### config.mk
export PLATFORM = sky130hd
export DESIGN_NAME = pwm_decoder
export DESIGN_NICKNAME = d
export VERILOG_FILES = /design/src/rtl/pwm_decoder.sv
export SDC_FILE = /design/constraint.sdc
export NUM_CORES = 1
export LEC_CHECK = 0
export ABC_AREA = 1
export ABC_CLOCK_PERIOD_IN_PS = 4100
export BUFFER_PORTS_ARGS = -buffer_cell sky130_fd_sc_hd__buf_2
export CAP_MARGIN = 20
export CORE_ASPECT_RATIO = 1.1
export CORE_MARGIN = 3
export CORE_UTILIZATION = 51
export CTS_BUF_LIST = sky130_fd_sc_hd__clkbuf_16
export DETAILED_ROUTE_END_ITERATION = 8
export PLACE_DENSITY = 0.76
export SYNTH_ARGS = -nofsm -noshare
export SYNTH_HDL_FRONTEND = slang
export SYNTH_SLANG_ARGS = --single-unit
### constraint.sdc
create_clock -name clk_in -period 4.1 [get_ports clk_in]
set_input_delay 0.205 -clock clk_in [delete_from_list [all_inputs] [get_ports clk_in]]
set_output_delay 0.205 -clock clk_in [all_outputs]
set_load 0.01 [all_outputs]
### src/rtl/pwm_decoder.sv
// Recovers duty and period from an asynchronous PWM line: synchronizes, detects edges,
// times them with a saturating counter and reports one measurement per complete period.
module pwm_decoder #(
  parameter int unsigned TIMEOUT = 1024
) (
  input  logic        clk_in,
  input  logic        rst_n_in,
  input  logic        PWM_in,
  output logic [7:0]  x_out,
  output logic [15:0] high_out,
  output logic [15:0] period_out,
  output logic        valid_out,
  output logic        stuck_out
);

  typedef enum logic [1:0] {
    ST_IDLE,
    ST_HIGH,
    ST_LOW
  } state_t;

  localparam logic [15:0] TIMEOUT_C = 16'(TIMEOUT);

  logic        r_sync1;
  logic        r_sync2;
  logic        r_hist;
  logic        r_rise;
  logic        r_fall;
  logic [15:0] r_cnt;
  logic [15:0] r_high_cap;
  state_t      r_state;

  logic        w_edge;
  logic        w_timeout;
  logic [16:0] w_period_sum;
  logic [15:0] w_period;
  logic [7:0]  w_x;

  assign w_edge    = r_rise | r_fall;
  assign w_timeout = (r_cnt == TIMEOUT_C) && !w_edge;

  // cnt restarts at the fall, so the rising-to-rising period is high time plus low time.
  assign w_period_sum = {1'b0, r_high_cap} + {1'b0, r_cnt};
  assign w_period     = w_period_sum[16] ? 16'hFFFF : w_period_sum[15:0];
  assign w_x          = (|r_high_cap[15:8]) ? 8'hFF : r_high_cap[7:0];

  // NOTE: every sequential block uses non-blocking assignments so that all flops sample
  // the pre-edge values of their neighbours, exactly like the hardware they describe.
  always_ff @(posedge clk_in or negedge rst_n_in) begin
    if (!rst_n_in) begin
      r_sync1 <= 1'b0;
      r_sync2 <= 1'b0;
      r_hist  <= 1'b0;
      r_rise  <= 1'b0;
      r_fall  <= 1'b0;
    end else begin
      r_sync1 <= PWM_in;
      r_sync2 <= r_sync1;
      r_hist  <= r_sync2;
      r_rise  <= r_sync2 & ~r_hist;
      r_fall  <= ~r_sync2 & r_hist;
    end
  end

  always_ff @(posedge clk_in or negedge rst_n_in) begin
    if (!rst_n_in) begin
      r_cnt <= 16'd0;
    end else if (w_edge) begin
      r_cnt <= 16'd1;
    end else if (r_cnt != 16'hFFFF) begin
      r_cnt <= r_cnt + 16'd1;
    end
  end

  always_ff @(posedge clk_in or negedge rst_n_in) begin
    if (!rst_n_in) begin
      r_state    <= ST_IDLE;
      r_high_cap <= 16'd0;
      x_out      <= 8'd0;
      high_out   <= 16'd0;
      period_out <= 16'd0;
      valid_out  <= 1'b0;
      stuck_out  <= 1'b0;
    end else begin
      valid_out <= 1'b0;
      case (r_state)
        ST_IDLE: begin
          if (r_rise) r_state <= ST_HIGH;
        end
        ST_HIGH: begin
          if (r_fall) begin
            r_state    <= ST_LOW;
            r_high_cap <= r_cnt;
          end else if (w_timeout) begin
            r_state   <= ST_IDLE;
            stuck_out <= 1'b1;
            x_out     <= 8'hFF;
          end
        end
        ST_LOW: begin
          if (r_rise) begin
            r_state    <= ST_HIGH;
            high_out   <= r_high_cap;
            period_out <= w_period;
            x_out      <= w_x;
            valid_out  <= 1'b1;
            stuck_out  <= 1'b0;
          end else if (w_timeout) begin
            r_state   <= ST_IDLE;
            stuck_out <= 1'b1;
            x_out     <= 8'h00;
          end
        end
        default: r_state <= ST_IDLE;
      endcase
    end
  end

endmodule

## Word level (Yosys, flattened, before mapping)

Index checks and enable logic that the tools add are counted.

- Register bits: 81
- Bits of input ports: 3
- Output and inout port bits: 42
- Logic and storage cells: 58

- Add/sub/neg operators: 2
- Equal/unequal tests: 8
- Mux-type cells: 20
- Bitwise logic cells: 5
- Reduce and logical (&&, ||, !) cells: 10

Operators with widths:

| kind | number |
|---|---|
| $mux W16 | 3 |
| $mux W8 | 5 |
| $add A16 B16 Y17 | 1 |
| $add A16 B1 Y16 const B | 1 |
| $eq A16 B11 Y1 const B | 1 |
| $ne A16 B16 Y1 const B | 1 |
| $pmux W8 S2 | 1 |
| $mux W2 | 4 |
| $reduce_or A8 Y1 | 1 |
| $ne A2 B2 Y1 const B | 3 |
| $pmux W2 S3 | 1 |
| $reduce_and A2 Y1 | 3 |
| $mux W1 | 5 |
| $reduce_and A4 Y1 | 1 |
| $reduce_bool A2 Y1 | 2 |
| $ne A3 B3 Y1 const B | 1 |
| $and A1 B1 Y1 | 2 |
| $eq A2 B1 Y1 const B | 1 |
| $eq A2 B2 Y1 const B | 1 |
| $logic_not A2 Y1 | 1 |
| $not A1 Y1 | 2 |
| $pmux W1 S2 | 1 |
| $logic_and A1 B1 Y1 | 1 |
| $logic_not A1 Y1 | 1 |
| $or A1 B1 Y1 | 1 |

## Logic depth before layout (Yosys ltp)

Gate-level depths: netlist of run 1.

- Depth after elaboration: 6
- Depth in mapped cells: 12
- Mapped depth without buffers: 12

## Worst setup path before layout of run 1

No wires, ideal clock.

- Path kind: register to register
- Start point: register r_cnt[0]
- End point: register period_out[2]
- Arrival: 1.886 ns
- Data required time: 3.980 ns
- Setup slack: 2.094 ns
- Stages on the path, launching flop included: 12
- Buffers on the path: 1
- Clock period less this slack: 2.006 ns
- Cells stage by stage: dfrtp_1 > ha_1 > fa_1 > nand3_1 > nand2_1 > nand2_1 > nand2_1 > a21oi_4 > buf_4 > nand3_1 > o21ai_0 > inv_1

- Cells in the longest elaborated chain, start to end: 2

Ends and longest elaborated chain:

| item | line | source |
|---|---|---|
| start, declared | 29 | `logic [15:0] r_cnt;` |
| start signal, assigned | 71 | `r_cnt <= r_cnt + 16'd1;` |
| $add A16 B16 Y17 | 43 | `assign w_period_sum = {1'b0, r_high_cap} + {1'b0, r_cnt};` |
| $mux W16 | 44 | `assign w_period = w_period_sum[16] ? 16'hFFFF : w_period_sum[15:0];` |
| end signal, assigned | 104 | `period_out <= w_period;` |
| end, declared | 11 | `output logic [15:0] period_out,` |

Every way passes these cells.
A chain may end at the register's enable or synchronous reset.

## Final worst setup path of run 1

- Start point: register r_cnt[0]
- End point: register period_out[4]

Same word-level chain as after synthesis.

==> reports/qor.yml, run 1 <==
outcome: "complete, no violations"
cts_made_buffers: 9
holdCritPathClass: "input port to asynchronous set/reset pin"
cts_buffer_depth: 2
cp_max_fo: 16
crit_path_frequent_cell: "nand2_1"
leakage_uw: 0.00281
pwr_density_cell_nw_per_um2: 443
cts-root-buf: "clkbuf_16"
cts_hold_buf: 1
drv_slew: 0
postLayoutCoreUtil: 0.610
min_period_ns: 2.24
dr.pass1.iters: 5
cts_htree_levels: 3
gp_congestion: 0.943
hold_viol: 0
ys_ff_latch: 81
fillers: 754
dr_wl_met3_um: 559
cts_resized: 0
gr-usage-all-layers: 0.238
port_buffers: 44
critical_path_class: "flip-flop to flip-flop"
fmax_ghz: 0.447
synth_edf_count: 0
ys_async_sr_fraction: 1.00
drt_iter0_drc: 405
grt_pass1_vias: 3873
drive_gt1_frac: 0.120
setup-tns-final_ns: 0
tightest_slew_ns: 1.02
fin_nets: 678
dieHeight_um: 105
die_x_um: 96
vias: 4080
synthCells: 609
overflow: 0
clock_sinks: 81
initial_utilization: 0.532
clk_pin_slew_ns: 0.06
drtAntennaViolNets: 0
cap_violations: 0
worstPathCellList: "ha_1 -> fa_1 -> nand3_1 -> nand2_1 -> nand2_1 -> nand2_1 -> a21oi_4 -> nand3_1 -> o21ai_0 -> inv_1"
postCtsSetupBuffers: 0
cts_tree: "yes"
cp.arrival_ns: 2.46
layout_setup_ws_ns: 1.86
drt-met1-wl_um: 4910
cp.required_ns: 4.32
totalWireLength_um: 11100
cp-end-kind: "flip-flop"
startpoint_type: "flip-flop"
setup_viol: 0
pre_cts_slack_ns: 1.84
yosysUniqueCellTypes: 34
diodes: 0
final.period_utilization: 0.546
row_count: 35
p_total_uw: 2310
route.met2.wl_um: 5300
holdWs_ns: 0.241
slew_headroom: 0.316
seq_area_frac_synth: 0.446
rsz0062_at_grt: "false"
syn_avg_cell_area_um2: 7.46
ys.flop_type: "dfrtp_1"
cp_slowest_cell: "dfrtp_1"
grt_start_max_net_pins: 82
peakVddDrop_uv: 219
route.detailed.drc: 0
syn2layout_area_growth_pct: 14.7
syn_nets: 631
highest_layer: "met4"
grt_pass1_wl_um: 18800
antenna_found_initial: 0
syn_area_um2: 4540
wl_per_cell_um: 14.4
multi_input_area_um2: 2080
cp_slowest_stage_delay_ns: 0.42
seq_area_um2: 2030
dieArea_um2: 10100
skew_ns: 0.00853
yosys_warnings: 0
clock_latency_ns: 0.34
ios: 45
avgViaCountPerCell: 5.28
hpwlAfterDp_um: 8140
core_area_um2: 8540
-- synthesized netlist by cell type, types with 7 or more instances --
master    count  area share
nor3_1        7      0.0077
o21ai_0      51       0.056
a21oi_1      16       0.018
clkbuf_1      9      0.0074
nand2_1     193        0.16
nand3_1      38       0.042
dfrtp_1      81        0.45
a31oi_1      10       0.014
nand4_1      12       0.017
ha_1         18       0.050
nor2_1       39       0.032
inv_1        99       0.082
-- worst max-delay path: cells and delay by family, from the launching register on --
kind	cells	cell delay [ns]
AOI/OAI and AO/OA	2	0.46
adders and majority gates	2	0.66
buffers and inverters	1	0.05
DFF	1	0.42
and+or+nand+nor	5	0.52
-- state kept, by name, indices dropped and copies added, names as in the netlist --
name,count
high_out,16
period_out,16
r_cnt,16
r_fall,1
r_high_cap,16
r_hist,1
r_rise,1
r_state,2
r_sync1,1
r_sync2,1
stuck_out,1
valid_out,1
x_out,8
-- metal layers --
metal  GRT usage  vias to the layer above
met1       0.325                     1889
met2       0.368                      138
met5           0                        -
met3      0.0482                       26
met4      0.0915                        0
li1            -                     2027
-- cell families (layout without fill, tap and decap cells) --
logic type	Yosys count	count (layout)	synth area share
compound gates	85	85	0.107
buf+inv	114	166	0.0955
simple gates	304	304	0.286
fa+ha+maj	19	19	0.0540
xor+xnor	6	6	0.0116
flops	81	81	0.446
-- area by class of cell --
cell class                 count  area share
multi-input combinational    414       0.400
sequential                    81       0.389
inverter                     102      0.0735
timing repair buffer          48      0.0533
clock buffer                   9      0.0432
tap                          111      0.0267
clock inverter                 7      0.0146
-- through the flow --
step | area, um^2 | std cells
6_report | 5210 | 772
5_1_grt | 5210 | 772
4_1_cts | 5170 | 770
3_5_place_dp | 4860 | 753
3_3_place_gp | 4860 | 753
2_1_floorplan | 4540 | 609
-- path summary, 6_finish.rpt --
kind | start | slack [ns] | cells after the start | endpoint
max in group asynchronous | rst_n_in | 3.29 | 3 | r_cnt[4]
min in group clk_in | r_sync1 | 0.36 | 0 | r_sync2
max | r_cnt[0] | 1.86 | 10 | period_out[4]
min reg2reg | r_sync1 | 0.36 | 0 | r_sync2
min | rst_n_in | 0.24 | 2 | valid_out
max reg2reg | r_cnt[0] | 1.86 | 10 | period_out[4]
-- placed cells by master, fill, tap and decap left out, types with 7 or more instances in the layout --
cell       synthesis  final
nand2_1          193    193
inv_1             99     99
dfrtp_1           81     81
o21ai_0           51     51
buf_2              2     43
nor2_1            39     39
nand3_1           38     38
ha_1              18     18
a21oi_1           16     16
nand4_1           12     12
a31oi_1           10     10
clkbuf_16          0      9
nor3_1             7      7
-- report_power, final --
| part | switching (uW) | internal [uW] |
|---|---|---|
| clock network | 331 | 476 |
| registers | 82.5 | 916 |
| logic | 310 | 192 |
Power figures use the tool's default switching activity.
==> run 2: changes to the inputs <==
--- a/config.mk
+++ b/config.mk
@@ -6,7 +6,7 @@
 export NUM_CORES = 1
 export LEC_CHECK = 0
 export ABC_AREA = 1
-export ABC_CLOCK_PERIOD_IN_PS = 4100
+export ABC_CLOCK_PERIOD_IN_PS = 2150
 export BUFFER_PORTS_ARGS = -buffer_cell sky130_fd_sc_hd__buf_2
 export CAP_MARGIN = 20
 export CORE_ASPECT_RATIO = 1.1
==> constraint.sdc (replaced) <==
create_clock -name clk_in -period 2.15 [get_ports clk_in]
set_input_delay 0.1075 -clock clk_in [delete_from_list [all_inputs] [get_ports clk_in]]
set_output_delay 0.1075 -clock clk_in [all_outputs]
set_load 0.01 [all_outputs]
==> run 2 against run 1 <==
  * Worst setup slack lost 1.7 ns
  * Via count grew 2.5%
  * Largest power group unchanged
  * Clock skew is essentially flat
  * Routed wire length grew 5.3%
  * Power grew 93%
==> reports/qor.yml, run 2 (same netlist as run 1, synthesis figures left out) <==
diodes: 0
cp.required_ns: 2.38
gp_congestion: 0.949
postLayoutCoreUtil: 0.624
cts_buffer_depth: 2
core_area_um2: 8540
die_x_um: 96
tightest_slew_ns: 0.674
rr_worst_depth: 11
initial_utilization: 0.532
cp_max_fo: 16
dp_cells: 768
fillers: 771
cts_made_buffers: 9
overflow: 0
multi_input_area_um2: 2090
cts-root-buf: "clkbuf_16"
leakage_uw: 0.00288
row_count: 35
critical_path_class: "flip-flop to flip-flop"
dr.pass1.iters: 6
rsz0062_at_grt: "false"
fmax_ghz: 0.506
holdCritPathClass: "input port to asynchronous set/reset pin"
grt_pass1_wl_um: 19500
cap_violations: 0
r2r_slack_ns: 0.17
avgViaCountPerCell: 5.31
instances_no_fill: 788
fin_nets: 694
drive_gt1_frac: 0.142
skew_ns: 0.00887
holdWs_ns: 0.342
clock_sinks: 81
dieHeight_um: 105
grt_start_max_net_pins: 53
port_buffers: 44
final_common_cell: "nand2_1"
cts_tree: "yes"
p_total_uw: 4460
route.detailed.drc: 0
outcome: "complete, no violations"
clk_pin_slew_ns: 0.06
cts_htree_levels: 3
antenna_found_initial: 0
drv_slew: 0
peakVddDrop_uv: 512
vias: 4183
grt_pass1_vias: 4015
hpwlAfterDp_um: 8570
pwr_density_cell_nw_per_um2: 838
cp-end-kind: "flip-flop"
startpoint: "r_cnt[0]"
final.period_utilization: 0.919
r2r-start: "r_cnt[0]"
cp.arrival_ns: 2.20
hold_viol: 0
min_period_ns: 1.98
setup_viol: 0
totalWireLength_um: 11700
gr-usage-all-layers: 0.247
ios: 45
clock_latency_ns: 0.34
layout_common_cells: "193 x nand2_1, 99 x inv_1, 81 x dfrtp_1, 51 x o21ai_0, 43 x buf_2"
r2r-end: "period_out[15]"
stdcell_area_um2: 5330
seq_area_um2: 2030
crit_path_end: "period_out[15]"
drtAntennaViolNets: 0
syn2layout_area_growth_pct: 17.2
slew_headroom: 0.551
startpoint_type: "flip-flop"
dieArea_um2: 10100
wl_per_cell_um: 14.8
drt_iter0_drc: 351
place_area_um2: 4970
==> run 2: layout make-up <==
cell class | instances | area share
multi-input cells | 414 | 0.391
flip-flops and latches | 81 | 0.380
repair buffers | 64 | 0.0733
inverters | 102 | 0.0719
clock buffers | 9 | 0.0423
well taps | 111 | 0.0261
clock inverters | 7 | 0.0146
==> run 2: worst min path at each step <==
stage,endpoint,slack (ns)
after global routing,r_sync2,0.36
after detailed placement,period_out[8],0.19
after global placement,valid_out,0.18
final,period_out[8],0.34
after CTS,r_sync2,0.36
after floorplan,high_out[0],-0.19
==> run 2: what timing repair did <==
action,4_1_cts,5_1_grt
buffers inserted,1,1
endpoints found under the setup margin,8,15
gates resized for setup,0,1
pin swaps,1,1
endpoints found under the hold margin,50,0
hold buffers,2,0
==> run 2: report_power, final <==
part           internal (uW)  leakage (uW)  total, uW  switching, uW
Clock                    910      0.000142       1570            660
Sequential              1750       0.00108       1910            165
Combinational            385       0.00166        981            596
==> run 2: critical path: stages (launching register included) <==
cell     delay [ns]
dfrtp_1        0.41
ha_1           0.24
fa_2           0.35
nand3_1        0.09
nand2_1        0.08
nand2_1        0.07
nand2_1        0.10
a21oi_4        0.16
buf_12         0.15
nand2_1        0.06
nor2_1         0.10
nor2_1         0.05
==> run 2: per-stage QoR <==
stage	worst slack (ns)	TNS, ns
after global placement	0.0239	0
after floorplan	0.144	0
after CTS	0.0780	0
after global routing	0.0000835	0
final	0.175	0
after detailed placement	-0.0129	-0.0316
==> run 2: layer usage <==
layer  wire length (um)  up-vias  track usage
li1                   -     2056            -
met1               5190     1972        0.339
met2               5630      134        0.393
met3                620       21       0.0461
met4                246        0       0.0762
met5                  0        -            0
==> run 3: changes to the inputs <==
--- a/config.mk
+++ b/config.mk
@@ -5,7 +5,6 @@
 export SDC_FILE = /design/constraint.sdc
 export NUM_CORES = 1
 export LEC_CHECK = 0
-export ABC_AREA = 1
 export ABC_CLOCK_PERIOD_IN_PS = 2150
 export BUFFER_PORTS_ARGS = -buffer_cell sky130_fd_sc_hd__buf_2
 export CAP_MARGIN = 20
@@ -14,7 +13,7 @@
 export CORE_UTILIZATION = 51
 export CTS_BUF_LIST = sky130_fd_sc_hd__clkbuf_16
 export DETAILED_ROUTE_END_ITERATION = 8
-export PLACE_DENSITY = 0.76
+export PLACE_DENSITY = 0.77
 export SYNTH_ARGS = -nofsm -noshare
 export SYNTH_HDL_FRONTEND = slang
 export SYNTH_SLANG_ARGS = --single-unit
==> run 3 against run 2 <==
  * The flow now finishes with violations (negative setup slack)
  * Utilization increased by 4.2 points
  * Routed wire length fell by 16%
  * Via count fell by 20%
  * Worst hold slack got worse by 0.0071 ns
  * Register-to-register slack got worse by 0.18 ns
  * Critical path depth down 4
  * Design area is 5.1% lower
  * Sequential power increased by 6%
  * Critical path type unchanged
==> reports/qor.yml, run 3 <==
fmax_ghz: 0.465
row_count: 33
clock_sinks: 81
min_period_ns: 2.15
cp_max_fo: 6
r2r-start: "r_cnt[1]"
route.detailed.drc: 0
cts_buffer_depth: 2
grt_start_max_net_pins: 82
holdWs_ns: 0.335
final.period_utilization: 1.00
fillers: 606
vias: 3346
cts_made_buffers: 9
cp_slowest_stage_delay_ns: 0.46
peakVddDrop_uv: 393
cp-end-kind: "flip-flop"
slew_headroom: 0.673
drv_slew: 0
swShare: 0.317
p_int_uw: 3290
cts-root-buf: "clkbuf_16"
yosysTopAreaCell: "dfrtp_1"
syn_nets: 433
clock_power_share: 0.324
avgViaCountPerCell: 5.59
ys_async_sr_fraction: 1.00
totalWireLength_um: 9830
synth_area_leaders: "dfrtp_1 50%, nand2_1 6.7%, ha_1 5.5%"
layout_setup_ws_ns: -0.00136
overflow: 0
clock_latency_ns: 0.34
drive_gt1_frac: 0.263
pwr_density_cell_nw_per_um2: 953
yosys_warnings: 0
outcome: "complete, but fails checks"
fin_nets: 511
grt_pass1_vias: 3319
synthCells: 411
clk_pin_slew_ns: 0.06
skew_ns: 0.00910
ios: 45
leakage_uw: 0.00258
syn_area_um2: 4080
yosysUniqueCellTypes: 54
cts_tree: "yes"
wl_per_cell_um: 16.4
startpoint_type: "flip-flop"
seq_area_frac_synth: 0.497
p_switching_uw: 1530
cts_htree_levels: 3
syn2layout_area_growth_pct: 24.0
multi_input_area_um2: 2000
gp_congestion: 0.880
ys_ff_latch: 81
critical_path_class: "flip-flop to flip-flop"
dieArea_um2: 9110
cp_slowest_cell: "dfrtp_2"
cp.required_ns: 2.36
layout_common_cells: "80 x dfrtp_1, 73 x nand2_1, 43 x buf_2, 38 x nor2_1, 31 x buf_4"
instances_no_fill: 599
pwr-share-comb: 0.254
diodes: 0
p_seq_frac: 0.422
setup_viol: 1
dieHeight_um: 99.8
dr.pass1.iters: 5
netlist.area_leader.share: 0.497
hpwlAfterDp_um: 6800
tightest_slew_ns: 0.488
cap_violations: 0
synth_edf_count: 0
rsz0062_at_grt: "true"
drtAntennaViolNets: 0
synth.most_common_cell: "dfrtp_1"
port_buffers: 44
die_x_um: 91.3
synthTopCellsByCount: "81 x dfrtp_1, 73 x nand2_1, 39 x nor2_1"
syn_avg_cell_area_um2: 9.92
seq_area_um2: 2030
drt_iter0_drc: 227
grt_pass1_wl_um: 16000
initial_utilization: 0.537
antenna_found_initial: 0
dp_cells: 577
startpoint: "r_cnt[1]"
gr-usage-all-layers: 0.220
violations: "negative setup slack"
hold_viol: 0
worstPathCellList: "ha_1 -> a211oi_1 -> o211a_1 -> nor3_4 -> a221oi_1 -> xor2_1 -> a21oi_1"
holdCritPathClass: "input port to asynchronous set/reset pin"
ys.flop_type: "dfrtp_1"
final_common_cell: "dfrtp_1"
cp.arrival_ns: 2.37
core_area_um2: 7600
-- run 3: cell types whose count changed in the layout (fill, tap and decap cells not counted), moves of 7 or more --
cell     previous run  this run
mux2_2              0        12
nand4_1            12         5
buf_4              18        31
mux2i_1             0        10
nand3_1            38        12
o21ai_0            51        18
xnor2_1             3        11
xor2_1              3        12
a21oi_1            16        26
inv_1              99        17
nand2_1           193        73
-- run 3: worst paths after layout --
path | to | slack, ns | cells after the start
min | period_out[3] | 0.33 | 3
max reg2reg | period_out[11] | -0.001 | 7
min reg2reg | r_sync2 | 0.35 | 0
max | period_out[11] | -0.001 | 7
max in group asynchronous | r_cnt[1] | 1.46 | 3
min in group clk_in | r_sync2 | 0.35 | 0
-- run 3: cell type report --
class	instances	share of cell area
clock buffer	9	0.0445
clock inverter	7	0.0151
timing repair buffer	79	0.103
multi-input combinational	298	0.395
tap	105	0.0260
inverter	20	0.0158
sequential	81	0.401
-- run 3: layer usage --
layer / global-route usage / vias up / wire length [um]
met5: 0 / - / 0
met4: 0.0812 / 0 / 222
met3: 0.0382 / 21 / 489
met2: 0.391 / 116 / 5100
met1: 0.269 / 1632 / 4010
li1: - / 1577 / -
-- run 3: worst max-delay path: cells and delay by family, from the launching register on --
| family | cells | cell delay [ns] |
|---|---|---|
| simple gates | 1 | 0.07 |
| compound gates | 4 | 0.97 |
| fa+ha+maj | 1 | 0.34 |
| flops | 1 | 0.46 |
| xor+xnor | 1 | 0.19 |
-- run 3: kinds of logic (layout without fill, tap and decap cells) --
logic type | after synthesis | after routing | synth area share
simple gates | 157 | 157 | 0.183
flops | 81 | 81 | 0.497
xor+xnor | 23 | 23 | 0.0494
buf+inv | 32 | 115 | 0.0334
compound gates | 77 | 77 | 0.119
fa+ha+maj | 19 | 19 | 0.0601
mux | 22 | 22 | 0.0577
-- run 3: power by group through the flow --
stage	sequential [uW]	combinational [uW]	clock, uW
floorplan	2180	532	0
global placement	2040	1140	0
detailed placement	2060	1170	0
CTS	2030	1190	1570
global route	2080	1360	1630
finish	2030	1230	1560
-- run 3: what timing repair did --
item	CTS	global route
setup buffers	0	4
gates resized for setup	1	16
endpoints found under the setup margin	4	26
cloned	0	0
pin swaps	0	7
hold buffers	2	0
hold endpoints to repair	82	0
-- run 3: per-stage QoR --
| stage | TNS [ns] | total power, uW | instance area, um^2 | setup WS, ns | util |
|---|---|---|---|---|---|
| finish | -0.00136 | 4820 | 5060 | -0.00136 | 0.666 |
| global route | -1.92 | 5070 | 5060 | -0.104 | 0.666 |
| CTS | 0 | 4800 | 4960 | 0.00950 | 0.653 |
| detailed placement | 0 | 3230 | 4630 | 0.0108 | 0.609 |
| global placement | 0 | 3180 | 4630 | 0.0795 | 0.609 |
| floorplan | 0 | 2710 | 4090 | 0.0227 | - |
